**config.mk**
```make
export PLATFORM = sky130hd
export DESIGN_NAME = exe_mem_req_unit
export DESIGN_NICKNAME = d
export VERILOG_FILES = /design/src/rtl/exe_mem_req_unit.sv
export SDC_FILE = /design/constraint.sdc
export NUM_CORES = 1
export LEC_CHECK = 0
export BUFFER_PORTS_ARGS = -buffer_cell sky130_fd_sc_hd__buf_2
export CAP_MARGIN = 20
export CORE_MARGIN = 3
export CORE_UTILIZATION = 38
export CTS_BUF_LIST = sky130_fd_sc_hd__clkbuf_8
export CTS_CLUSTER_SIZE = 14
export DETAILED_ROUTE_END_ITERATION = 10
export PLACE_DENSITY = 0.66
export REMOVE_ABC_BUFFERS = 1
export SLEW_MARGIN = 10
export SYNTH_ARGS = -nofsm -noshare
export SYNTH_HDL_FRONTEND = slang
export SYNTH_SLANG_ARGS = --single-unit
```
**constraint.sdc**
```tcl
create_clock -name clk -period 2.9 [get_ports clk]
set_input_delay 0.58 -clock clk [delete_from_list [all_inputs] [get_ports clk]]
set_output_delay 0.58 -clock clk [all_outputs]
set_load 0.02 [all_outputs]
```
**src/rtl/exe_mem_req_unit.sv**
```systemverilog
// Execute-stage memory request unit: latches one load/store op, issues at most one
// req/addr_ok bus handshake for it, and hands a result record on to the MEM stage.
module exe_mem_req_unit #(
    parameter  int DATA_W = 32,
    parameter  int ADDR_W = 32,
    localparam int STRB_W = DATA_W / 8,
    localparam int LSB_W  = $clog2(STRB_W)
) (
    input  logic              clk,
    input  logic              resetn,
    input  logic              in_valid,
    output logic              in_ready,
    input  logic              in_ld,
    input  logic              in_st,
    input  logic [1:0]        in_size,
    input  logic              in_unsigned,
    input  logic [ADDR_W-1:0] in_addr,
    input  logic [DATA_W-1:0] in_wdata,
    input  logic              in_ex,
    input  logic              flush,
    output logic              req,
    output logic              wr,
    output logic [1:0]        size,
    output logic [STRB_W-1:0] wstrb,
    output logic [ADDR_W-1:0] addr,
    output logic [DATA_W-1:0] wdata,
    input  logic              addr_ok,
    output logic              out_valid,
    input  logic              out_ready,
    output logic              out_issued,
    output logic              out_ale,
    output logic [LSB_W-1:0]  out_lsb,
    output logic [1:0]        out_size,
    output logic              out_unsigned,
    output logic              discard_resp
);

    localparam logic [4:0] STRB_BYTES = 5'(STRB_W);

    typedef enum logic [1:0] {
        ST_IDLE,
        ST_REQ,
        ST_HOLD,
        ST_CANCEL
    } state_t;

    state_t              state_q, state_d;
    logic                wr_q, wr_d;
    logic [1:0]          size_q, size_d;
    logic [ADDR_W-1:0]   addr_q, addr_d;
    logic [STRB_W-1:0]   wstrb_q, wstrb_d;
    logic [DATA_W-1:0]   wdata_q, wdata_d;
    logic                issued_q, issued_d;
    logic                ale_q, ale_d;
    logic                unsigned_q, unsigned_d;

    logic                mem_op;
    logic                ale;
    logic                accept;
    logic [4:0]          size_bytes;
    logic [4:0]          size_mask;
    logic [7:0]          byte_mask;
    logic [STRB_W-1:0]   wstrb_new;
    logic [DATA_W-1:0]   wdata_rep;

    // Decode of the offered op: alignment check, byte strobes and lane-replicated data.
    always_comb begin
        // NOTE: every combinational output gets a default first so no path leaves it unassigned (no latch).
        mem_op     = in_ld | in_st;
        size_bytes = 5'd1 << in_size;
        size_mask  = size_bytes - 5'd1;
        ale        = mem_op & (((in_addr[2:0] & size_mask[2:0]) != 3'b000) |
                               (size_bytes > STRB_BYTES));
        case (in_size)
            2'd0:    byte_mask = 8'h01;
            2'd1:    byte_mask = 8'h03;
            2'd2:    byte_mask = 8'h0F;
            default: byte_mask = 8'hFF;
        endcase
        wstrb_new = in_st ? (STRB_W'(byte_mask) << in_addr[LSB_W-1:0]) : '0;
        wdata_rep = '0;
        // Byte lane i takes source byte (i mod access size), replicating the low bits.
        for (int i = 0; i < STRB_W; i++) begin
            wdata_rep[i*8 +: 8] = in_wdata[{3'(i) & size_mask[2:0], 3'b000} +: 8];
        end
    end

    always_comb begin
        state_d      = state_q;
        wr_d         = wr_q;
        size_d       = size_q;
        addr_d       = addr_q;
        wstrb_d      = wstrb_q;
        wdata_d      = wdata_q;
        issued_d     = issued_q;
        ale_d        = ale_q;
        unsigned_d   = unsigned_q;
        req          = 1'b0;
        out_valid    = 1'b0;
        discard_resp = 1'b0;

        in_ready = ~flush & ((state_q == ST_IDLE) | ((state_q == ST_HOLD) & out_ready));
        accept   = in_valid & in_ready;

        case (state_q)
            ST_REQ: begin
                req = 1'b1;
                if (addr_ok) begin
                    if (flush) begin
                        state_d      = ST_IDLE;
                        discard_resp = 1'b1;
                    end else begin
                        state_d  = ST_HOLD;
                        issued_d = 1'b1;
                    end
                end else if (flush) begin
                    state_d = ST_CANCEL;
                end
            end
            // The request already on the bus cannot be retracted; wait it out and drop its response.
            ST_CANCEL: begin
                req = 1'b1;
                if (addr_ok) begin
                    state_d      = ST_IDLE;
                    discard_resp = 1'b1;
                end
            end
            ST_HOLD: begin
                out_valid = 1'b1;
                if (flush || out_ready) begin
                    state_d = ST_IDLE;
                end
            end
            default: ;
        endcase

        // A new op overrides the HOLD->IDLE exit so back-to-back ops see no bubble.
        if (accept) begin
            state_d    = (mem_op & ~in_ex & ~ale) ? ST_REQ : ST_HOLD;
            wr_d       = in_st;
            size_d     = in_size;
            addr_d     = in_addr;
            wstrb_d    = wstrb_new;
            wdata_d    = wdata_rep;
            issued_d   = 1'b0;
            ale_d      = ale;
            unsigned_d = in_unsigned;
        end
    end

    always_ff @(posedge clk or negedge resetn) begin
        // NOTE: state flops use non-blocking assignments so every flop samples pre-edge values.
        if (!resetn) begin
            state_q    <= ST_IDLE;
            wr_q       <= 1'b0;
            size_q     <= 2'd0;
            addr_q     <= '0;
            wstrb_q    <= '0;
            wdata_q    <= '0;
            issued_q   <= 1'b0;
            ale_q      <= 1'b0;
            unsigned_q <= 1'b0;
        end else begin
            state_q    <= state_d;
            wr_q       <= wr_d;
            size_q     <= size_d;
            addr_q     <= addr_d;
            wstrb_q    <= wstrb_d;
            wdata_q    <= wdata_d;
            issued_q   <= issued_d;
            ale_q      <= ale_d;
            unsigned_q <= unsigned_d;
        end
    end

    assign wr           = wr_q;
    assign size         = size_q;
    assign addr         = addr_q;
    assign wstrb        = wstrb_q;
    assign wdata        = wdata_q;
    assign out_issued   = issued_q;
    assign out_ale      = ale_q;
    assign out_lsb      = addr_q[LSB_W-1:0];
    assign out_size     = size_q;
    assign out_unsigned = unsigned_q;

endmodule
```
==> results.py <==
metrics = {
    "status": {
        "status": "completed",
    },
    "synthesis": {
        "ys_ff_latch": 76,
        "ys_seq_area_share_pct": 52.83,
        "synth_cell_types": 31,
        "syn_area_mm2": 0.003600,
        "postSynthAreaPerCell_um2": 13.48,
        "yosys_warnings": 0,
        "netlist_instances": 267,
    },
    "cts": {
        "cts_buffers": 9,
        "clkTransAtPathRegs_ps": 80,
        "hold_buffers": 0,
        "clock_path_buffers": 2,
        "cts_tree": "built",
        "ctsResizeCount": 0,
        "clkSinkCount": 76,
        "cts_root_buffer": "clkbuf_8",
        "post_cts_buffers": 0,
        "cts-htree-levels": 3,
        "clk_latency_ps": 340,
    },
    "grt": {
        "antenna_found_initial": 0,
        "grt_pass1_vias": 2669,
        "grt_overflow_total": 0,
        "grt_max_degree": 77,
        "grt_pass1_wl_um": 12830,
        "grt_use_total_pct": 15.29,
    },
    "critical_path": {
        "crit_path_end_kind": "primary output",
        "timing.reg2reg.setup_slack_ps": 770,
        "reg2reg_depth": 6,
        "timing.rr.start": "state_q[0]$_DFFE_PN0P_",
        "cp_data_arrival_time_ps": 1710,
        "required_ps": 2320,
        "crit_fanout": 11,
        "max_stage_delay_ps": 400,
        "criticalPathCategory": "flip-flop to primary output",
        "path_cells": "inv_1, ha_1, a21oi_4, nor2_1, buf_2",
        "regToRegEndpoint": "addr[4]$_DFFE_PN0P_",
        "cp-start-kind": "flip-flop",
        "crit_path_top_delay_cell": "dfrtp_1",
    },
    "layout": {
        "fin_nets": 503,
        "areaGrowthSynthToFinish_pct": 28.64,
        "diodes": 0,
        "drive_gt1_share_pct": 57.98,
        "seq_area_mm2": 0.001902,
        "multi_input_area_mm2": 0.001496,
        "fillers": 807,
    },
    "timing": {
        "final-setup-viol-count": 0,
        "hold_viol_final": 0,
        "slew_headroom_pct": 34.91,
        "period_share_pct": 78.98,
        "maxSlewViolCount": 0,
        "tns_ps": 0,
        "worst_pin_slew_ps": 976.3,
        "timing.final.ws_setup_ps": 609.5,
        "fin_skew_ps": 6.571,
        "rsz0062_at_grt": "false",
        "min_period_ps": 2291,
        "max_freq_mhz": 436.6,
    },
    "die": {
        "die_w_um": 103.3,
        "die_h_um": 103.3,
        "floorplan.initialDensity_pct": 40.10,
        "core_mm2": 0.008976,
        "rows": 34,
        "die_area_mm2": 0.01068,
        "ioPinCount": 158,
    },
    "routing": {
        "first_pass_iters": 4,
        "routed_wl_um": 8201,
        "antenna_left": 0,
        "vias": 2579,
        "via_per_inst": 4.672,
        "drt_iter0_markers": 33,
        "drc": 0,
        "avgRoutedWirePerCell_um": 14.86,
    },
    "place": {
        "preCtsSetupSlack_ps": 636.6,
        "gp_congestion": 0.7499,
        "io_buffers": 157,
        "dp_hpwl_um": 6053,
    },
    "pwr": {
        "comb_power_share_pct": 47.5,
        "power.net_switching_mw": 2.097,
        "ir_drop_v": 0.0005012,
        "clkPwrFrac_pct": 16.0,
        "powerDensity_mw_per_mm2": 1100,
        "intPower_mw": 2.996,
        "p_seq_share_pct": 36.5,
        "cellLeakagePower_nw": 2.232,
        "switching_share_pct": 41.17,
    },
    "hold_path": {
        "hold_path.class": "input pin to asynchronous set/reset pin",
    },
    "run": {
        "maxCapViolCount": 0,
    },
}
cell families after synthesis:
group | synth area share [%]
multiplexers | 26.31
adder cells (fa/ha/maj) | 2.398
AND/OR/NAND/NOR | 6.187
buffers and inverters | 5.596
flip-flops | 52.83
AO/OA/AOI/OAI | 6.674
cells in the mapped netlist:
| cell type | instances | area [um^2] |
|---|---|---|
| o2111ai_1 | 1 | 8.760 |
| o21ai_0 | 6 | 30.03 |
| o32ai_1 | 1 | 8.760 |
| mux2_1 | 1 | 11.26 |
| nand2_1 | 4 | 15.01 |
| o41ai_1 | 3 | 26.28 |
| nand2b_1 | 2 | 12.51 |
| ha_1 | 6 | 75.07 |
| or2_2 | 1 | 6.260 |
| a21oi_2 | 10 | 87.58 |
| a31oi_1 | 1 | 6.260 |
| nor2_8 | 2 | 40.04 |
| dfrtp_1 | 76 | 1902 |
| nor3b_1 | 1 | 7.510 |
| or2b_1 | 1 | 7.510 |
| a211oi_1 | 1 | 7.510 |
| nand3_1 | 1 | 5.000 |
| buf_6 | 11 | 123.9 |
| nor3_1 | 2 | 10.01 |
| mux2_2 | 52 | 585.6 |
| buf_2 | 2 | 10.01 |
| maj3_2 | 1 | 11.26 |
| mux2i_1 | 35 | 350.3 |
| nor2b_1 | 3 | 18.77 |
| a21oi_4 | 1 | 16.27 |
| inv_1 | 4 | 15.01 |
| buf_4 | 7 | 52.55 |
| nor4_4 | 1 | 21.27 |
| a21oi_1 | 8 | 40.04 |
| nor2_1 | 21 | 78.83 |
| a211o_1 | 1 | 8.760 |
layout make-up:
cell class              count  share of cell area, %
clock buffers              10                  2.972
flip-flops and latches     76                  41.07
well taps                 126                  3.404
inverters                   4                 0.3242
repair buffers            163                  18.54
clock inverters             6                  1.378
multi-input cells         167                  32.32
worst max path at each step:
stage / slack [ps] / startpoint / depth (start not counted) / to
floorplan: 480 / in_size[0] / 7 / state_q[1]$_DFFE_PN0P_
global placement: 700 / flush / 5 / addr[23]$_DFFE_PN0P_
detailed placement: 640 / flush / 5 / addr[23]$_DFFE_PN0P_
CTS: 590 / state_q[0]$_DFFE_PN0P_ / 5 / in_ready
global route: 480 / state_q[0]$_DFFE_PN0P_ / 5 / in_ready
finish: 610 / state_q[0]$_DFFE_PN0P_ / 5 / in_ready
power by group through the flow:
| stage | sequential (mW) | combinational [mW] | clock (mW) |
|---|---|---|---|
| after floorplan | 2.55 | 0.890 | 0 |
| after global placement | 1.86 | 2.42 | 0 |
| after detailed placement | 1.88 | 2.46 | 0 |
| after CTS | 1.87 | 2.46 | 0.852 |
| after global routing | 1.94 | 2.62 | 0.894 |
| final | 1.86 | 2.42 | 0.815 |
sequential cells by signal, indices dropped and copies added, names as in the netlist:
name / cells
addr: 32
wdata: 32
wstrb: 4
out_size: 2
state_q: 2
out_ale: 1
out_issued: 1
out_unsigned: 1
wr: 1
layout by cell type (no fill, tap or decap), types with 5 or more instances in the layout:
master / count
buf_2: 156
a21oi_1: 8
ha_1: 6
nor2_1: 21
mux2_2: 52
dfrtp_1: 76
o21ai_0: 6
buf_4: 5
clkbuf_8: 10
mux2i_1: 35
a21oi_2: 10
per-stage QoR:
stage / instance area, um^2 / cells / util (%) / power (mW) / hold WS (ps)
floorplan: 3413 / 247 / - / 3.441 / 284.4
global placement: 4429 / 536 / 49.34 / 4.279 / 484.2
detailed placement: 4429 / 536 / 49.34 / 4.340 / 484.1
CTS: 4631 / 552 / 51.59 / 5.180 / 421.0
global route: 4631 / 552 / 51.59 / 5.451 / 436.2
finish: 4631 / 552 / 51.59 / 5.093 / 354.6
critical path, delay by kind of cell, from the launching register on:
kind                       cells  cell delay [ps]
DFF                            1              400
adders and majority gates      1              300
AOI/OAI and AO/OA              1              350
buffers and inverters          2              260
and+or+nand+nor                1               60
metal layers:
layer | vias up | wire (um) | share of wire [%] | GRT usage (%)
met4 | 0 | 57 | 0.70 | 3.287
met3 | 6 | 681 | 8.3 | 6.103
li1 | 1255 | - | - | -
met5 | - | 0 | 0 | 0
met2 | 97 | 3927 | 48 | 25.21
met1 | 1221 | 3534 | 43 | 19.04
Note: power is estimated with default switching activity, not from simulation.
